[src/rtl/pop_sequence_controller.sv]
// POP run sequencer: PUMP -> DARK -> DETECT, each N ticks, for num_cycles (0 = forever).
// Outputs registered; phase changes 1 clk after the terminating tick; abort/no backpressure.
module pop_sequence_controller #(
    parameter int CNT_W = 16,
    parameter int CYC_W = 8
) (
    input  logic             clk,
    input  logic             rst_n,
    input  logic             tick,
    input  logic             start,
    input  logic             abort,
    input  logic [CNT_W-1:0] pump_len,
    input  logic [CNT_W-1:0] dark_len,
    input  logic [CNT_W-1:0] detect_len,
    input  logic [CYC_W-1:0] num_cycles,
    output logic [1:0]       phase,
    output logic             pump_on,
    output logic             detect_on,
    output logic             busy,
    output logic             cycle_done,
    output logic             seq_done
);

    typedef enum logic [1:0] {
        S_IDLE   = 2'b00,
        S_PUMP   = 2'b01,
        S_DARK   = 2'b10,
        S_DETECT = 2'b11
    } state_t;

    state_t           state_q;
    logic [CNT_W-1:0] cnt_q;
    logic [CYC_W-1:0] cyc_q;
    logic [CNT_W-1:0] pump_len_q, dark_len_q, detect_len_q;
    logic [CYC_W-1:0] num_cycles_q;
    logic             pump_on_q, detect_on_q, busy_q, cycle_done_q, seq_done_q;
    logic [CYC_W-1:0] cyc_d;
    logic             last_tick;

    // A zero length still occupies one tick.
    function automatic logic [CNT_W-1:0] eff_len(input logic [CNT_W-1:0] len);
        return (len == '0) ? CNT_W'(1) : len;
    endfunction

    assign cyc_d     = cyc_q + CYC_W'(1);
    assign last_tick = tick && (cnt_q == CNT_W'(1));

    always_ff @(posedge clk or negedge rst_n) begin
        if (!rst_n) begin
            state_q      <= S_IDLE;
            cnt_q        <= '0;
            cyc_q        <= '0;
            pump_len_q   <= '0;
            dark_len_q   <= '0;
            detect_len_q <= '0;
            num_cycles_q <= '0;
            pump_on_q    <= 1'b0;
            detect_on_q  <= 1'b0;
            busy_q       <= 1'b0;
            cycle_done_q <= 1'b0;
            seq_done_q   <= 1'b0;
        end else begin
            cycle_done_q <= 1'b0;
            seq_done_q   <= 1'b0;
            if (abort) begin
                state_q     <= S_IDLE;
                pump_on_q   <= 1'b0;
                detect_on_q <= 1'b0;
                busy_q      <= 1'b0;
            end else begin
                case (state_q)
                    S_IDLE: begin
                        if (start) begin
                            pump_len_q   <= pump_len;
                            dark_len_q   <= dark_len;
                            detect_len_q <= detect_len;
                            num_cycles_q <= num_cycles;
                            cnt_q        <= eff_len(pump_len);
                            cyc_q        <= '0;
                            state_q      <= S_PUMP;
                            pump_on_q    <= 1'b1;
                            busy_q       <= 1'b1;
                        end
                    end
                    S_PUMP: begin
                        if (last_tick) begin
                            state_q   <= S_DARK;
                            cnt_q     <= eff_len(dark_len_q);
                            pump_on_q <= 1'b0;
                        end else if (tick) begin
                            cnt_q <= cnt_q - CNT_W'(1);
                        end
                    end
                    S_DARK: begin
                        if (last_tick) begin
                            state_q     <= S_DETECT;
                            cnt_q       <= eff_len(detect_len_q);
                            detect_on_q <= 1'b1;
                        end else if (tick) begin
                            cnt_q <= cnt_q - CNT_W'(1);
                        end
                    end
                    S_DETECT: begin
                        if (last_tick) begin
                            cycle_done_q <= 1'b1;
                            cyc_q        <= cyc_d;
                            detect_on_q  <= 1'b0;
                            // Continuous mode ignores the count, so its wrap is harmless.
                            if (num_cycles_q == '0 || cyc_d < num_cycles_q) begin
                                state_q   <= S_PUMP;
                                cnt_q     <= eff_len(pump_len_q);
                                pump_on_q <= 1'b1;
                            end else begin
                                state_q    <= S_IDLE;
                                busy_q     <= 1'b0;
                                seq_done_q <= 1'b1;
                            end
                        end else if (tick) begin
                            cnt_q <= cnt_q - CNT_W'(1);
                        end
                    end
                    default: state_q <= S_IDLE;
                endcase
            end
        end
    end

    assign phase      = state_q;
    assign pump_on    = pump_on_q;
    assign detect_on  = detect_on_q;
    assign busy       = busy_q;
    assign cycle_done = cycle_done_q;
    assign seq_done   = seq_done_q;

endmodule

[config.mk]
export PLATFORM = sky130hd
export DESIGN_NAME = pop_sequence_controller
export DESIGN_NICKNAME = d
export VERILOG_FILES = /design/src/rtl/pop_sequence_controller.sv
export SDC_FILE = /design/constraint.sdc
export NUM_CORES = 1
export LEC_CHECK = 0
export ABC_AREA = 1
export CORE_ASPECT_RATIO = 1.5
export CORE_MARGIN = 8
export CORE_UTILIZATION = 51
export CTS_CLUSTER_SIZE = 40
export DETAILED_ROUTE_END_ITERATION = 8
export PLACE_DENSITY = 0.78
export SYNTH_ARGS = -nofsm -noshare
export SYNTH_HDL_FRONTEND = slang
export SYNTH_SLANG_ARGS = --single-unit
export TNS_END_PERCENT = 5
[constraint.sdc]
create_clock -name clk -period 2.3 [get_ports clk]
set_input_delay 0.23 -clock clk [delete_from_list [all_inputs] [get_ports clk]]
set_output_delay 0.23 -clock clk [all_outputs]
set_load 0.005 [all_outputs]
Word-level counts from Yosys, hierarchy flattened
Cells that the tools add are included.
{ "totals": {"register_bits": 87, "in_bits": 61, "out_inout_bits": 7} }
{ "op_classes": {"add_sub_neg": 2, "magnitude_cmp": 1, "n_eq_ne": 13, "n_mux": 41, "n_bitwise": 1, "reduce_logical": 19} }
{ "op_table": {"columns": ["cell", "count"], "rows": [
  ["$mux 16", 10],
  ["$logic_not 16->1", 4],
  ["$pmux 16 s4", 1],
  ["$ne 3x3->1 const B", 7],
  ["$mux 1", 18],
  ["$eq 16x1->1 const B", 1],
  ["$mux 8", 2],
  ["$pmux 8 s2", 1],
  ["$sub 16x1->16 const B", 1],
  ["$reduce_and 4->1", 3],
  ["$mux 2", 5],
  ["$reduce_and 3->1", 3],
  ["$add 8x1->8 const B", 1],
  ["$logic_not 8->1", 1],
  ["$lt 8x8->1", 1],
  ["$pmux 2 s4", 1],
  ["$reduce_bool 3->1", 2],
  ["$reduce_and 5->1", 1],
  ["$eq 2x2->1 const B", 2],
  ["$ne 2x2->1 const B", 2],
  ["$pmux 1 s2", 2],
  ["$reduce_bool 4->1", 1],
  ["$pmux 1 s3", 1],
  ["$eq 2x1->1 const B", 1],
  ["other kinds (5)", 5]
]} }

Logic depth before layout (Yosys ltp)
Gate-level depths: netlist of run 1.
{ "depth": {"word_depth": 7, "depth_mapped": 17, "mapped_depth_nobuf": 16} }

Least setup slack after synthesis of run 1
OpenSTA, ideal clock, no wires.
{ "synth_path": {"path_kind": "reg2reg", "start": "register cyc_q[0]", "end": "register cnt_q[12]", "setup_ns": 0.116, "arrival_time_ns": 2.226, "slack_ns": -0.042, "stages_incl_launch_ff": 17, "synth_period_minus_slack_ns": 2.342, "path_cell_list": "dfrtp_1 -> ha_1 -> nand3_1 -> nor2_1 -> nand2_1 -> xor2_1 -> inv_1 -> ha_1 -> nand2_1 -> o21a_1 -> nand2_1 -> nand2_1 -> o21ai_4 -> inv_2 -> buf_6 -> nand2_1 -> nand2_1"} }
{ "synth_via": {"elab_chain_cells": 5} }
{ "synth_lines": {"columns": ["item", "line_no", "source"], "rows": [
  ["start, declared", "33", "logic [CYC_W-1:0] cyc_q;"],
  ["start signal, assigned", "106", "cyc_q <= cyc_d;"],
  ["$add 8x1->8", "45", "assign cyc_d = cyc_q + CYC_W'(1);"],
  ["$lt 8x8->1", "109", "if (num_cycles_q == '0 || cyc_d < num_cycles_q) begin"],
  ["$logic_or 1x1->1", "109", null],
  ["$ne 3x3->1 (no line)", null, null],
  ["$reduce_and 3->1 (no line)", null, null],
  ["end signal, assigned", "100", "cnt_q <= cnt_q - CNT_W'(1);"],
  ["end signal, assigned", "111", "cnt_q <= eff_len(pump_len_q);"],
  ["end signal, assigned", "119", "cnt_q <= cnt_q - CNT_W'(1);"],
  ["end, declared", "32", "logic [CNT_W-1:0] cnt_q;"]
]} }
No other way between the ends.
A chain may end at the register's enable or synchronous reset.

Worst setup path after layout of run 1
{ "layout_path": {"start": "register cyc_q[0]", "end": "register cnt_q[15]"} }
Same word-level chain as after synthesis.

==> results of run 1 <==
-- cells in the mapped netlist (4+ instances only) --
| library cell | instances |
|---|---|
| o22ai_1 | 4 |
| clkbuf_1 | 19 |
| nand4_1 | 8 |
| o21ai_0 | 47 |
| o211ai_1 | 4 |
| nor2_1 | 62 |
| inv_1 | 74 |
| dfrtp_1 | 87 |
| xor2_1 | 7 |
| nor2_2 | 4 |
| a21oi_1 | 14 |
| nand2_1 | 319 |
| nand3_1 | 45 |
| ha_1 | 14 |
| nor4_1 | 6 |
-- power groups by stage --
| stage | clock (mW) | combinational (mW) | sequential [mW] |
|---|---|---|---|
| final | 1.69 | 3.19 | 2.73 |
| after global routing | 1.77 | 3.59 | 2.79 |
| after CTS | 1.71 | 3.16 | 2.71 |
| after detailed placement | 0 | 3.10 | 2.73 |
| after global placement | 0 | 3.00 | 2.70 |
| after floorplan | 0 | 2.19 | 2.56 |
-- path summary, 6_finish.rpt --
check / slack [ns] / endpoint / startpoint / depth (start not counted)
min reg2reg: 0.49 / pump_on$_DFFE_PN0P_ / pump_on$_DFFE_PN0P_ / 2
max in group asynchronous: 1.24 / pump_len_q[12]$_DFFE_PN0P_ / rst_n / 3
max reg2reg: -0.06 / cnt_q[15]$_DFFE_PN0P_ / cyc_q[0]$_DFFE_PN0P_ / 15
max: -0.06 / cnt_q[15]$_DFFE_PN0P_ / cyc_q[0]$_DFFE_PN0P_ / 15
min in group clk: 0.42 / detect_len_q[12]$_DFFE_PN0P_ / detect_len[12] / 3
min: 0.41 / dark_len_q[2]$_DFFE_PN0P_ / rst_n / 2
-- sequential cells by signal, summed over array words and instances (netlist names) --
| name | count |
|---|---|
| busy | 1 |
| cnt_q | 16 |
| cyc_q | 8 |
| cycle_done | 1 |
| dark_len_q | 16 |
| detect_len_q | 16 |
| detect_on | 1 |
| num_cycles_q | 8 |
| phase | 2 |
| pump_len_q | 16 |
| pump_on | 1 |
| seq_done | 1 |
-- cell type report --
| class | count | area, sq um |
|---|---|---|
| Sequential cell | 87 | 2180 |
| Tap cell | 117 | 146 |
| Fill cell | 907 | 3540 |
| Clock inverter | 6 | 116 |
| Inverter | 77 | 292 |
| Multi-Input combinational cell | 565 | 2670 |
| Timing Repair Buffer | 88 | 857 |
| Clock buffer | 10 | 229 |
-- routing by layer --
| metal | vias to the layer above | part of all wire | global-route usage |
|---|---|---|---|
| met5 | - | 0 | 0 |
| met4 | 0 | 0.044 | 0.137 |
| met1 | 2399 | 0.38 | 0.243 |
| li1 | 2524 | - | - |
| met3 | 43 | 0.047 | 0.0394 |
| met2 | 195 | 0.52 | 0.397 |
-- worst max-delay path, delay by kind of cell, from the launching register on --
family,cells,cell delay (ns)
AO/OA/AOI/OAI,2,0.38
flip-flops,1,0.38
buffers and inverters,2,0.19
XOR/XNOR,1,0.18
AND/OR/NAND/NOR,8,0.63
adder cells (fa/ha/maj),2,0.48
-- logic make-up after synthesis --
logic type | Yosys count
XOR/XNOR | 9
flip-flops | 87
AND/OR/NAND/NOR | 460
AO/OA/AOI/OAI | 82
adder cells (fa/ha/maj) | 14
buffers and inverters | 103
-- what timing repair did --
action                                  in CTS  in global routing
hold buffers                                 1                  0
endpoints found under the setup margin      16                 19
hold endpoints to repair                    42                  0
gates resized for setup                      7                  3
pin swaps                                    3                  0
==> impl_metrics.ini, run 1 <==
[status]
outcome = finished with violations
violations = negative setup slack

[die]
rows = 45
fp.dieArea_sq_um = 13800
die_h_um = 140
ios = 68
die_x_um = 98.5
initial_core_util = 0.519
core_sq_um = 10000

[critical_path]
cp_max_fo = 15
crit_required_ns = 2.53
critPathKind = flop to flop
critPathMaxStageDelay_ns = 0.38
worstSetupEndpointType = flop
path_cells = ha_2 > nand3_2 > nor2_1 > nand2_1 > xor2_1 > inv_1 > ha_1 > nand2_1 > o21a_1 > nand2_2 > nand2_2 > o21ai_4 > inv_4 > nand2_1 > nand2_1
slowest_stage = dfrtp_1
crit_arrival_ns = 2.59
crit_top_cell = nand2_1
startpoint_type = flop

[hold_path]
hp-class = input port to asynchronous set/reset pin

[placed_design]
io_buffers = 67
placed_cell_area_sq_um = 6090
placed_cells = 933
gp_congestion = 0.947
dpl.hpwl_um = 11300
place_ws_ns = -0.0710

[job]
cap_violations = 0

[route]
drt_iter0_markers = 412
wl_per_cell_um = 15.7
vias = 5161
firstDrtPassIters = 5
drt-vias-per-instance = 5.43
drcViolationCount = 0
wirelength_um = 14900
antenna_left = 0

[layout]
final_cell_mix = nand2_1, dfrtp_1, inv_1, clkdlybuf4s50_1, nor2_1
final_common_cell = nand2_1
finish.utilization = 0.647
syn2layout_area_growth_pct = 24.5
nNetsFinal = 903
final_layout_size_suffix_gt1_frac = 0.0768
diodes = 0
final_cell_count_no_fill = 950
fin_area_sq_um = 6480

[logic_synthesis]
synth_top_area_frac = 0.418
netlist_area_sq_um = 5210
synthMuxAreaShare = 0
synth_compound_area_frac = 0.0894
synth_edf_count = 0
yosys-top-cells-area = dfrtp_1, nand2_1, inv_1
yosys.area_share.adder = 0.0336
synth_xor_area_frac = 0.0151
async_reset_ff_frac = 1.00
synth_ff_type = dfrtp_1
yosysSeqAreaShare = 0.418
synthCells = 755
synth.ff_latch_count = 87
synthDistinctLibCells = 38
avgSynthCellArea_sq_um = 6.90
synthSimpleGateAreaFrac = 0.366
ys_warn_count = 0
synth_fp_nets = 830
synth_top_family_by_area = simple AND/OR/NAND/NOR gates
yosys.area.top_type = dfrtp_1

[sta]
fin_hold_ws_ns = 0.409
hold_violations = 0
skew_ns = 0.0104
slew_viol_final = 0
period_needed_ns = 2.36
finalSetupViolCount = 16
fin_crit_sh = 1.03
fin_tns_setup_ns = -0.577
slew_headroom = 0.586
rsz0062_at_grt = true
tightest_slew_ns = 0.615
fmax_ghz = 0.424
setup_ws_ns = -0.0584

[clock_tree]
post_cts_buffers = 0
cts_tree = yes
cts-root-buf = clkbuf_16
clk_pin_slew_worst_paths_ns = 0.07
numClockSinks = 87
htreeDepth = 3
cts_buffer_depth = 2
clock_latency_ns = 0.35
cts_made_buffers = 9

[power]
p_per_area_nw_per_um2 = 1170
p_clk_frac = 0.222
p_leak_nw = 3.26
p_int_mw = 4.38
fin_total_pwr_mw = 7.60
p_comb_frac = 0.419
vdd_ir_drop_max_mv = 0.730
p_switching_mw = 3.22
seqPwrFrac = 0.359
netSwitchingFraction = 0.424

[global_routing]
grt_use_total = 0.225
antenna_found_initial = 0
grt_overflow = 0
grt_pass1_vias = 5303
grt_pass1_wl_um = 24800
grt_max_degree = 69
No activity file was read; power rests on OpenSTA's default activity.
==> inputs of run 2 (changes only) <==
CAP_MARGIN = 0   (was unset)
CORE_UTILIZATION = 40   (was 51)
PLACE_DENSITY = unset   (was 0.78)
==> run 2 against run 1 <==
  * Final cell count rose by 4.7%
  * Critical endpoint is now cnt_q[13]$_DFFE_PN0P_
  * Combinational power shrank 1%
  * Core utilization decreased by 14 points
  * Sequential cell count is the same
  * Non-clock buffer count grew 4
  * The flow still finishes with violations (negative setup slack)
  * Critical path depth unchanged
  * First-iteration DRC count shrank 47%
  * Count of clock-buffer cells in the layout stayed put
  * Via count decreased by 2.9%
  * Fmax grew 0.41%
  * Sequential power about the same
==> impl_metrics.ini, run 2 (synthesis results as in run 1) <==
[placed_design]
gp_congestion = 0.864
io_buffers = 67
placed_cell_area_sq_um = 6150
dpl.hpwl_um = 12100

[clock_tree]
post_cts_buffers = 0
cts_tree = yes
htreeDepth = 3
numClockSinks = 87
clock_latency_ns = 0.34
cts_buffer_depth = 2
clk_pin_slew_worst_paths_ns = 0.07
cts_made_buffers = 9
cts-root-buf = clkbuf_16

[power]
p_leak_nw = 3.25
vdd_ir_drop_max_mv = 0.461
fin_total_pwr_mw = 7.24
p_per_area_nw_per_um2 = 1120

[sta]
slew_headroom = 0.455
fin_crit_sh = 1.02
fin_hold_ws_ns = 0.405
fin_tns_setup_ns = -0.506
tightest_slew_ns = 0.815
period_needed_ns = 2.35
setup_ws_ns = -0.0488
skew_ns = 0.00751
fmax_ghz = 0.426
finalSetupViolCount = 15
hold_violations = 0
slew_viol_final = 0
rsz0062_at_grt = true

[die]
die_x_um = 109
ios = 68
core_sq_um = 12800
die_h_um = 156
rows = 51
initial_core_util = 0.406
fp.dieArea_sq_um = 17000

[status]
outcome = finished with violations
violations = negative setup slack

[global_routing]
grt_util_met2 = 0.339
top_usage_layer = met2
use_met1 = 0.218
grt_pass1_wl_um = 25600
grt.met3_usage = 0.0314
grt_overflow = 0
grt_pass1_vias = 5303
antenna_found_initial = 0
grt_max_degree = 46
grt_use_total = 0.192

[layout]
fin_area_sq_um = 6460
final_layout_size_suffix_gt1_frac = 0.0742
nNetsFinal = 907
syn2layout_area_growth_pct = 24.2
final_common_cell = nand2_1
diodes = 0
final_cell_mix = nand2_1, dfrtp_1, inv_1, clkdlybuf4s50_1, nor2_1

[critical_path]
path_cells = nand3_1 > nand3b_1 > nor2_2 > nand3_1 > nand2_1 > inv_1 > ha_1 > nand2_1 > o21a_1 > nand2_1 > nand2_2 > o21ai_4 > buf_4 > nand2_1 > nand2_1
cpLargestDelayFamily = simple AND/OR/NAND/NOR gates
worstSetupEndpointType = flop
critPathMaxStageDelay_ns = 0.38
cp_max_fo = 7
startpoint_type = flop
crit_arrival_ns = 2.63
slowest_stage = dfrtp_1
crit_required_ns = 2.58
critPathKind = flop to flop
worst-path-buf-inv = 2
crit_top_cell = nand2_1

[route]
wirelength_um = 15300
wl_per_cell_um = 15.4
vias = 5012
antenna_left = 0
drt_iter0_markers = 217
drcViolationCount = 0
firstDrtPassIters = 4
drt-vias-per-instance = 5.04

[hold_path]
hp-class = input port to asynchronous set/reset pin

[job]
cap_violations = 0
run 2: changes by cell type in the layout (fill, tap and decap cells not counted), sizes merged:
cell	before	now
buf	21	25
bufinv	3	0
clkinv	0	1
inv	78	79
run 2: metrics by stage:
step / util / std cells / setup slack, ns
finish: 0.504 / 995 / -0.0488
floorplan: - / 755 / -0.0225
CTS: 0.504 / 995 / -0.0770
global placement: 0.480 / 978 / 0.00621
global route: 0.504 / 995 / -0.294
detailed placement: 0.480 / 978 / -0.0787
run 2: worst paths after layout:
path	from	endpoint	slack, ns	depth (start not counted)
max in group asynchronous	rst_n	dark_len_q[15]$_DFFE_PN0P_	1.12	3
min in group clk	detect_len[13]	detect_len_q[13]$_DFFE_PN0P_	0.42	3
setup / recovery	cyc_q[0]$_DFFE_PN0P_	cnt_q[13]$_DFFE_PN0P_	-0.05	15
hold / removal	rst_n	detect_len_q[14]$_DFFE_PN0P_	0.40	2
setup reg to reg	cyc_q[0]$_DFFE_PN0P_	cnt_q[13]$_DFFE_PN0P_	-0.05	15
hold reg to reg	busy$_DFFE_PN0P_	busy$_DFFE_PN0P_	0.48	2
run 2: worst reg2reg max path, cell delays in order (launching register included):
cell and delay (ns):
dfrtp_1 0.38, nand3_1 0.10, nand3b_1 0.22, nor2_2 0.13, nand3_1 0.08, nand2_1 0.08
inv_1 0.04, ha_1 0.28, nand2_1 0.07, o21a_1 0.18, nand2_1 0.09, nand2_2 0.08
o21ai_4 0.23, buf_4 0.21, nand2_1 0.06, nand2_1 0.07
run 2: report_power, final:
| group | leakage, nW | internal (mW) | switching (mW) |
|---|---|---|---|
| combinational | 2.02 | 1.13 | 2.02 |
| sequential | 1.10 | 2.17 | 0.548 |
| clock | 0.132 | 0.764 | 0.613 |
| total | 3.25 | 4.06 | 3.18 |
run 2: area by class of cell:
class	count	area, sq um
fill	1287	6360
multi-input combinational	565	2640
sequential	87	2180
timing repair buffer	92	875
inverter	77	292
clock buffer	10	239
tap	159	199
clock inverter	5	41.3
run 2: what timing repair did:
| item | 4_1_cts | 5_1_grt |
|---|---|---|
| cloned | 1 | 0 |
| hold buffers | 1 | 0 |
| hold endpoints to repair | 37 | 0 |
| setup endpoints to repair | 15 | 19 |
| pin swaps | 1 | 0 |
| gates resized for setup | 4 | 1 |
run 2: routing by layer:
layer	vias to the layer above	part of all wire	routed length, um
li1	2529	-	-
met1	2326	0.41	6280
met2	122	0.52	7980
met3	35	0.033	501
met4	0	0.033	509
met5	-	0	0
==> inputs of run 3 (changes only) <==
SKIP_CTS_REPAIR_TIMING = 1   (was unset)
==> run 3 against run 2 <==
  * Highest routed layer unchanged
  * Clock skew is essentially flat
  * Sequential cell count unchanged
  * Worst setup slack worse by 0.029 ns
  * Via count about the same
  * Design area up 1.4%
  * Power increased by 0.84%
  * Sequential share of layout area down 0.47 points
  * Register-to-register slack worse by 0.03 ns
  * The flow still finishes with violations (negative setup slack)
  * Die area unchanged
==> impl_metrics.ini, run 3 (synthesis results as in run 1) <==
[layout]
syn2layout_area_growth_pct = 25.9
diodes = 0
fillCellCount = 1275
nNetsFinal = 912
fin_area_sq_um = 6560
final_cell_count_no_fill = 1000
finish.utilization = 0.511
final_layout_size_suffix_gt1_frac = 0.0916
final_cell_mix = nand2_1, dfrtp_1, inv_1, clkdlybuf4s50_1, nor2_1
final_common_cell = nand2_1

[clock_tree]
numClockSinks = 87
htreeDepth = 3
cts_tree = yes
cts-root-buf = clkbuf_16
cts_made_buffers = 9
clk_pin_slew_worst_paths_ns = 0.07
cts_buffer_depth = 2
clock_latency_ns = 0.34

[critical_path]
critPathKind = flop to flop
startpoint_type = flop
crit_required_ns = 2.53
crit_arrival_ns = 2.60
reg2reg_slack_ns = -0.08
cp_max_fo = 7
worstSetupEndpointType = flop

[sta]
skew_ns = 0.00748
hold_violations = 0
slew_viol_final = 0
fmax_ghz = 0.421
rsz0062_at_grt = true
fin_crit_sh = 1.03
slew_headroom = 0.441
finalSetupViolCount = 15
fin_hold_ws_ns = 0.408
period_needed_ns = 2.38
fin_tns_setup_ns = -0.945
tightest_slew_ns = 0.835
setup_ws_ns = -0.0773

[global_routing]
grt_max_degree = 46
antenna_found_initial = 0
grt_use_total = 0.191
grt_pass1_vias = 5277
grt_pass1_wl_um = 25400
grt_overflow = 0

[placed_design]
io_buffers = 67
placed_cells = 978
placed_cell_area_sq_um = 6150
dpl.hpwl_um = 12100
gp_congestion = 0.864

[power]
p_leak_nw = 3.28
vdd_ir_drop_max_mv = 0.458
p_per_area_nw_per_um2 = 1110

[die]
rows = 51
die_x_um = 109
ios = 68
fp.dieArea_sq_um = 17000
initial_core_util = 0.406
core_sq_um = 12800
die_h_um = 156

[route]
wl_per_cell_um = 15.4
drt-vias-per-instance = 5.01
firstDrtPassIters = 5
wirelength_um = 15400
vias = 5013
drt_iter0_markers = 223
antenna_left = 0
drcViolationCount = 0

[status]
outcome = finished with violations
violations = negative setup slack

[hold_path]
hp-class = input port to asynchronous set/reset pin

[job]
cap_violations = 0
## run 3: layout make-up
class                   instances  area [sq um]  area share
repair inverters                1          8.76     0.00134
well taps                     159           199      0.0303
repair buffers                 96           912       0.139
inverters                      77           294      0.0449
clock inverters                 5          41.3     0.00630
clock buffers                  10           239      0.0365
multi-input cells             565          2680       0.409
flip-flops and latches         87          2180       0.332
## run 3: worst paths after layout
check,start,end,cells past startpoint
setup reg to reg,cyc_q[0]$_DFFE_PN0P_,cnt_q[14]$_DFFE_PN0P_,16
setup / recovery,cyc_q[0]$_DFFE_PN0P_,cnt_q[14]$_DFFE_PN0P_,16
max in group asynchronous,rst_n,dark_len_q[15]$_DFFE_PN0P_,3
hold / removal,rst_n,detect_len_q[14]$_DFFE_PN0P_,2
min in group clk,detect_len[13],detect_len_q[13]$_DFFE_PN0P_,3
hold reg to reg,busy$_DFFE_PN0P_,busy$_DFFE_PN0P_,2
## run 3: metal layers
metal  global-route usage  part of all wire
met1                0.218              0.41
met2                0.338              0.52
met3               0.0314             0.035
met4               0.0792             0.028
met5                    0                 0
## run 3: power breakdown
group          switching (mW)  internal [mW]
clock network           0.614          0.765
registers               0.544           2.17
logic                    2.06           1.16
total                    3.21           4.09
## run 3: through the flow
step                      worst slack [ns]  total power [mW]
after floorplan                    -0.0225              4.75
final                              -0.0773              7.30
after detailed placement           -0.0787              5.86
after global placement             0.00621              5.79
after global routing                -0.278              7.95
after CTS                           -0.117              7.27
## run 3: worst max-delay path: stages (launching register included)
cell      delay [ns]
dfrtp_1         0.37
nand3_1         0.11
nand3b_1        0.22
nor2_2          0.13
nand3_1         0.08
nand2_1         0.08
inv_1           0.04
ha_1            0.28
nand2_1         0.07
o21a_1          0.19
nand2_2         0.08
nand2_4         0.06
o21ai_4         0.23
buf_6           0.16
inv_6           0.05
nand2_1         0.06
nand2_1         0.05
